<file path="src/rtl/nr_divsqrt_seq.sv">
// Sequential non-restoring divider / square-root: one add/subtract row reused per cycle.
// Optional NR_DIVSQRT_SIGNED_EN makes divide two's complement (magnitudes in, signs applied in FIX).
module nr_divsqrt_seq #(
  parameter int WIDTH = 8
) (
  input  logic             clk,
  input  logic             rst_n,
  input  logic             start,
  input  logic             mode,
  input  logic [WIDTH-1:0] a,
  input  logic [WIDTH-1:0] b,
  output logic             busy,
  output logic             done,
  output logic [WIDTH-1:0] q,
  output logic [WIDTH-1:0] r,
  output logic             dz
);

  localparam int PW = WIDTH + 2;
  localparam int CW = $clog2(WIDTH + 1);

  typedef enum logic [1:0] {IDLE, ITER, FIX, DONE} state_t;

  state_t           state, state_nx;
  logic [CW-1:0]    cnt;
  logic [PW-1:0]    pr;
  logic [WIDTH-1:0] num, den, qacc;
  logic             md;
  logic             accept;
`ifdef NR_DIVSQRT_SIGNED_EN
  logic             neg_q, neg_r;
  logic [WIDTH-1:0] a_org;
`endif

  logic [PW-1:0]    pr_sh, step_term, pr_step, fix_term, pr_fix;
  logic [WIDTH-1:0] q_res, r_res;
  logic             dz_res;
  logic             unused_pr_top;

  // DONE counts as an idle edge so a held start restarts without a gap.
  assign accept = start && (state == IDLE || state == DONE);

  always_ff @(posedge clk or negedge rst_n) begin
    if (!rst_n) state <= IDLE;
    else        state <= state_nx;
  end

  always_comb begin
    state_nx = state;
    busy     = (state != IDLE);
    done     = (state == DONE);
    case (state)
      IDLE: if (start) state_nx = ITER;
      // The extra ITER cycle at cnt==0 fixes latency at N+2 for every operand.
      ITER: if (cnt == '0) state_nx = FIX;
      FIX:  state_nx = DONE;
      DONE: state_nx = start ? ITER : IDLE;
      default: state_nx = IDLE;
    endcase
  end

  // Shared add/subtract row; the sign of pr picks add vs subtract.
  always_comb begin
    if (md) begin
      pr_sh     = {pr[PW-3:0], num[WIDTH-1:WIDTH-2]};
      step_term = {qacc, pr[PW-1], 1'b1};
      fix_term  = {1'b0, qacc, 1'b1};
    end else begin
      pr_sh     = {pr[PW-2:0], num[WIDTH-1]};
      step_term = {2'b00, den};
      fix_term  = {2'b00, den};
    end
    pr_step = pr[PW-1] ? pr_sh + step_term : pr_sh - step_term;
    pr_fix  = pr[PW-1] ? pr + fix_term : pr;
  end

  assign unused_pr_top = ^pr_fix[PW-1:WIDTH];

  always_comb begin
    dz_res = !md && (den == '0);
`ifdef NR_DIVSQRT_SIGNED_EN
    q_res = dz_res ? '1    : (neg_q ? -qacc : qacc);
    r_res = dz_res ? a_org : (neg_r ? -pr_fix[WIDTH-1:0] : pr_fix[WIDTH-1:0]);
`else
    q_res = dz_res ? '1 : qacc;
    r_res = pr_fix[WIDTH-1:0];
`endif
  end

  always_ff @(posedge clk or negedge rst_n) begin
    if (!rst_n) begin
      cnt  <= '0;
      pr   <= '0;
      num  <= '0;
      den  <= '0;
      qacc <= '0;
      md   <= 1'b0;
      q    <= '0;
      r    <= '0;
      dz   <= 1'b0;
`ifdef NR_DIVSQRT_SIGNED_EN
      neg_q <= 1'b0;
      neg_r <= 1'b0;
      a_org <= '0;
`endif
    end else if (accept) begin
      md   <= mode;
      pr   <= '0;
      qacc <= '0;
      dz   <= 1'b0;
      cnt  <= mode ? CW'(WIDTH / 2) : CW'(WIDTH);
`ifdef NR_DIVSQRT_SIGNED_EN
      a_org <= a;
      if (!mode) begin
        num   <= a[WIDTH-1] ? -a : a;
        den   <= b[WIDTH-1] ? -b : b;
        neg_q <= a[WIDTH-1] ^ b[WIDTH-1];
        neg_r <= a[WIDTH-1];
      end else begin
        num   <= a;
        den   <= b;
        neg_q <= 1'b0;
        neg_r <= 1'b0;
      end
`else
      num <= a;
      den <= b;
`endif
    end else begin
      case (state)
        ITER: if (cnt != '0) begin
          pr   <= pr_step;
          qacc <= {qacc[WIDTH-2:0], ~pr_step[PW-1]};
          num  <= md ? (num << 2) : (num << 1);
          cnt  <= cnt - 1'b1;
        end
        FIX: begin
          q  <= q_res;
          r  <= r_res;
          dz <= dz_res;
        end
        default: ;
      endcase
    end
  end

endmodule

</file>
<file path="config.mk">
export PLATFORM = sky130hd
export DESIGN_NAME = nr_divsqrt_seq
export DESIGN_NICKNAME = d
export VERILOG_FILES = /design/src/rtl/nr_divsqrt_seq.sv
export SDC_FILE = /design/constraint.sdc
export NUM_CORES = 1
export LEC_CHECK = 0
export CORE_MARGIN = 3
export CORE_UTILIZATION = 25
export CTS_BUF_LIST = sky130_fd_sc_hd__clkbuf_8
export DETAILED_ROUTE_END_ITERATION = 8
export REMOVE_ABC_BUFFERS = 1
export SLEW_MARGIN = 20
export SYNTH_ARGS = -nofsm -noshare
export SYNTH_HDL_FRONTEND = slang
export SYNTH_SLANG_ARGS = --single-unit
</file>
<file path="constraint.sdc">
create_clock -name clk -period 3.03 [get_ports clk]
set_input_delay 0.606 -clock clk [delete_from_list [all_inputs] [get_ports clk]]
set_output_delay 0.606 -clock clk [all_outputs]
set_load 0.02 [all_outputs]
</file>
; Word-level counts from Yosys, hierarchy flattened
; Cells that the tools add are included.
[op_classes]
addsub = 4
eq_ne = 5
mux = 26
bitwise = 2
reduce_logical = 15
[op_table]
columns = op, count
row1 = 8-bit 2-to-1 mux, 10
row2 = 10-bit 2-to-1 mux, 6
row3 = 4-bit 2-to-1 mux, 4
row4 = 10-bit adder, 1
row5 = 10-bit subtractor, 1
row6 = 8-bit adder, 1
row7 = 8-bit zero test, 1
row8 = 2-bit one-hot mux with 4 select lines, 1
row9 = 2-bit nonzero test, 4
row10 = 2-bit AND reduction, 3
row11 = "2-bit equality test, second input constant", 2
row12 = 4-bit zero test, 1
row13 = 2-bit 2-to-1 mux, 2
row14 = "2-bit != test, second input constant", 2
row15 = 4-bit nonzero test, 1
row16 = "4-bit by 1-bit subtractor with 4-bit output, second input constant", 1
row17 = 1-bit 2-to-1 mux, 3
row18 = "2-bit by 1-bit equality test with 1-bit output, second input constant", 1
row19 = 1-bit logical AND, 2
row20 = 2-bit zero test, 1
row21 = 1-bit inverter, 2
row22 = 1-bit zero test, 1
row23 = 1-bit logical OR, 1
[word_totals]
register_bits = 58
inputBits = 20
word_cells = 62

; Depth between registers and ports, before layout
[depth]
word_depth = 7
depth_mapped = 15
mapped_depth_nobuf = 13

; Least setup slack after synthesis
; No wires, ideal clock.
[synth_timing]
path_type = register to register
from = reg md
to = reg qacc[0]
setup_time_ns = 0.133
t_arrival_ns = 3.025
required_ns = 2.897
setup_slack_ns = -0.128
stages_incl_launch_ff = 15
n_path_buf = 3
period_less_slack_ns = 3.158
path_cell_list = dfrtp_1 buf_6 clkbuf_1 clkbuf_1 a21oi_1 ha_1 nor2_1 a21oi_1 ha_1 a21oi_1 nor2b_1 a311o_1 a21oi_1 nor3b_1 a211oi_1
[synth_between]
elab_chain_len = 7
elab_cells_between_ends = 9
classes_between = add/sub (2) / mux (6) / bitwise (1)
[synth_rtl]
columns = item, line
row1 = "start, declared", 28  ; logic md;
row2 = "start signal, assigned", 107  ; md <= mode;
row3 = 10-bit 2-to-1 mux, 64  ; if (md) begin
row4 = 10-bit subtractor / 10-bit adder (equally long branches), 73  ; pr_step = pr[PW-1] ? pr_sh + step_term : pr_sh - step_term;
row5 = 10-bit 2-to-1 mux (*), 73
row6 = 1-bit inverter (*), 133  ; qacc <= {qacc[WIDTH-2:0], ~pr_step[PW-1]};
row7 = 8-bit 2-to-1 mux (*), 131  ; ITER: if (cnt != '0) begin
row8 = 8-bit 2-to-1 mux (*), 130  ; case (state)
row9 = 8-bit 2-to-1 mux (*), 106  ; end else if (accept) begin
row10 = "end signal, assigned", 133
row11 = "end, declared", 27  ; logic [WIDTH-1:0] num, den, qacc;
; Every way passes the cells marked *; elsewhere a longest branch is shown, timed or not. The select of a mux whose other input is x is not followed.
; A chain may end at the register's enable or synchronous reset.

; Worst setup path after layout
; Same ends and word-level chain as after synthesis.

==> flow_summary.rst <==
.. list-table::
   :header-rows: 1

   * - Metric
     - Value
   * - Outcome
     - finished, final reports clean
   * - Max-cap violations
     - 0
   * - Static power due to leakage
     - 1.98 nW
   * - Number of antenna violations at the first check in global routing
     - 0
   * - Post-route clock skew
     - 13.3 ps
   * - Filler-free cell count of the finished design
     - 642
   * - Sequential cell area fraction in the yosys report
     - 39.2%
   * - Routed vias
     - 3041
   * - FF+latch count, synth
     - 58
   * - Data arrival time of the worst path
     - 3080 ps
   * - Number of buffers added for setup after CTS
     - 0
   * - Area of the mapped netlist
     - 3700 um^2
   * - Die width
     - 128 um
   * - Die area
     - 16300 um^2
   * - Placement Rows
     - 43
   * - Estimated wirelength of the detail-placed design
     - 6530 um
   * - DIE HEIGHT
     - 128 um
   * - Wire per inst
     - 13.8 um
   * - Core box area
     - 14200 um^2
   * - Synth warn
     - 0
   * - Async set-or-reset flop fraction in the synthesized netlist
     - 100%
   * - H-tree Lvls
     - 3
   * - Count of port buffers added during placement
     - 38
   * - I/O Pins
     - 39
   * - Global routing usage summed across all routing layers
     - 11.2%
   * - Diodes inserted
     - 0
   * - Via density
     - 4.74
   * - Number of enable-type register cells in the synthesized netlist
     - 0
   * - Layout Cell Area excl Fill
     - 4540 um^2
   * - Overflow left after global routing
     - 0
   * - Distinct cell type count of the synthesized netlist
     - 44
   * - Worst min-delay path class
     - input pin to asynchronous set/reset pin
   * - Insertion delay of the later-clocked pin in the worst-skew pair
     - 350 ps
   * - Final-layout setup total negative slack
     - 0 ps
   * - Routability Congestion
     - 0.855
   * - Post-route clock period utilization
     - 94.0%
   * - Count of endpoints failing hold in the final timing report
     - 0
   * - Reg clk slew, reported paths
     - 80 ps
   * - Data required time of the critical path
     - 3260 ps
   * - Highest fanout seen on the critical path
     - 23
   * - Core utilization of the finished layout
     - 32.0%
   * - Max_slew headroom
     - 48.6%
   * - Area fraction of the dominant cell type after synthesis
     - 39.2%
   * - Sink Count
     - 58
   * - DRC violation count after routing
     - 0
   * - Root buf cell
     - sky130_fd_sc_hd__clkbuf_8
   * - Largest cells by area after synthesis
     - sky130_fd_sc_hd__dfrtp_1 (39%), sky130_fd_sc_hd__ha_1 (7.8%), sky130_fd_sc_hd__nand2_1 (7.7%)
   * - Worst IR drop on VDD
     - 0.000401 V
   * - Crit end category
     - flop
   * - Most frequently used flop master after synthesis
     - sky130_fd_sc_hd__dfrtp_1
   * - Synthesized netlist cell count
     - 418
   * - Final Max Tran Viols
     - 0
   * - 1st-iter DRT viols
     - 153
   * - Most common library cell in the layout ignoring fill and taps
     - sky130_fd_sc_hd__nand2_1
   * - Largest buffer count on any clock path
     - 2
   * - Total power divided by cell area
     - 1340 nW/um^2
   * - Worst Setup Start Kind
     - flop
   * - Maximum clock frequency
     - 351 MHz
   * - Starting density of the core
     - 26.1%
   * - Largest net degree at the start of global routing
     - 26
   * - Post-placement cell count
     - 626
   * - Detailed-route wire length
     - 8830 um
   * - Global-route wire length before repair
     - 14900 um
   * - Post-detailed-route count of antenna-violating nets
     - 0
   * - Signed area change from the synthesized netlist to the final layout
     - 22.8%
   * - Slew @ Worst Pin
     - 768 ps
   * - Post-layout nets
     - 502
   * - Commonest non-fill, non-tap cells in the layout
     - sky130_fd_sc_hd__nand2_1 (76), sky130_fd_sc_hd__dfrtp_1 (58), sky130_fd_sc_hd__a21oi_1 (45), sky130_fd_sc_hd__clkdlybuf4s50_1 (37), sky130_fd_sc_hd__nor2_1 (32)
   * - Standard cell area after detailed placement
     - 4320 um^2
   * - Avg Cell Area, Syn
     - 8.85 um^2
   * - Cell accounting for the most synthesized area
     - sky130_fd_sc_hd__dfrtp_1
   * - Worst hold slack after final layout
     - 172 ps
   * - Clock period minus final worst setup slack
     - 2850 ps
   * - Share of cells above drive strength 1
     - 11.7%
   * - Unrepaired setup endpoints after global routing
     - yes
   * - CTS tree
     - done
   * - Type of the worst setup path
     - flop to flop
   * - Inserted Clock Buffers
     - 9
   * - Setup violators final
     - 0
   * - Number of global-route vias before repair
     - 3056
   * - 1st-pass router iterations
     - 4
==> cells by family after synthesis <==
kind of cell | after synthesis | synth area share (%)
buffers and inverters | 37 | 3.96
AO/OA/AOI/OAI | 101 | 16.4
multiplexers | 31 | 8.89
XOR/XNOR | 20 | 4.94
AND/OR/NAND/NOR | 146 | 17.7
adder cells (fa/ha/maj) | 25 | 8.86
flip-flops | 58 | 39.2
==> worst paths after layout <==
kind	start	endpoint	slack, ps	cells after the start
worst max register to register	md	qacc[0]	180	11
min in group clk	den[0]	den[0]	490	2
worst max-delay path	md	qacc[0]	180	11
worst min register to register	den[0]	den[0]	490	2
max in group asynchronous	rst_n	cnt[1]	2200	2
worst min-delay path	rst_n	r[5]	170	1
==> worst max-delay path, cell delays in order (launching register included) <==
cell and delay [ps]:
sky130_fd_sc_hd__dfrtp_1 420, sky130_fd_sc_hd__buf_4 300, sky130_fd_sc_hd__nor3_1 90, sky130_fd_sc_hd__o21ai_0 270
sky130_fd_sc_hd__nand2_1 110, sky130_fd_sc_hd__xor2_1 150, sky130_fd_sc_hd__ha_1 330, sky130_fd_sc_hd__nor2b_1 150
sky130_fd_sc_hd__a311o_1 370, sky130_fd_sc_hd__a21oi_1 260, sky130_fd_sc_hd__nor3b_1 220, sky130_fd_sc_hd__a211oi_1 80
==> metal layers <==
metal	GRT usage [%]	vias up	share of wire [%]
met5	0	-	0
met2	18.6	56	49
li1	-	1527	-
met1	14.7	1446	46
met4	3.56	0	1.6
met3	2.33	12	3.8
==> where the power goes <==
part	switching [W]	internal [W]	total [W]
sequential	0.000318	0.00113	0.00145
clock	0.000322	0.000479	0.000802
combinational	0.00210	0.00176	0.00385
total	0.00274	0.00336	0.00610
==> state kept, by name, summed over array words and instances (netlist names) <==
register  cells
state         2
q             8
dz            1
den           8
num           8
pr           10
cnt           4
r             8
qacc          8
md            1
==> cells in the mapped netlist (2+ instances only) <==
cell	instances
sky130_fd_sc_hd__nand2_1	76
sky130_fd_sc_hd__dfrtp_1	58
sky130_fd_sc_hd__a21oi_1	47
sky130_fd_sc_hd__nor2_1	32
sky130_fd_sc_hd__ha_1	23
sky130_fd_sc_hd__clkbuf_1	22
sky130_fd_sc_hd__o21ai_0	22
sky130_fd_sc_hd__mux2i_1	16
sky130_fd_sc_hd__mux2_2	15
sky130_fd_sc_hd__xnor2_1	14
sky130_fd_sc_hd__inv_1	11
sky130_fd_sc_hd__nor2b_1	11
sky130_fd_sc_hd__a31oi_1	9
sky130_fd_sc_hd__o22a_1	9
sky130_fd_sc_hd__nor3_1	5
sky130_fd_sc_hd__xor2_1	5
sky130_fd_sc_hd__a21o_1	3
sky130_fd_sc_hd__nand2b_1	3
sky130_fd_sc_hd__nand3_1	3
sky130_fd_sc_hd__nor3b_1	3
sky130_fd_sc_hd__nor4b_1	3
sky130_fd_sc_hd__a211oi_1	2
sky130_fd_sc_hd__buf_1	2
sky130_fd_sc_hd__fa_1	2
sky130_fd_sc_hd__o41a_1	2
sky130_fd_sc_hd__or3_1	2
==> area by class of cell <==
cell class	instances	area, um^2
Sequential cell	58	1450
Clock buffer	10	138
Clock inverter	6	81.3
Inverter	12	45.0
Fill cell	1501	9660
Multi-Input combinational cell	323	2120
Timing Repair Buffer	53	488
Tap cell	180	225
==> metrics by stage <==
step	total power [W]	setup slack [ps]
finish	0.00610	180
global route	0.00667	-59.5
CTS	0.00612	155
detailed placement	0.00528	154
global placement	0.00517	217
floorplan	0.00415	-409
==> what timing repair did <==
action                                 CTS  global route
hold buffers                             0             0
gates resized for setup                  0             3
setup endpoints to repair                0             4
endpoints found under the hold margin    0             0
(Power assumes the default switching activity.)
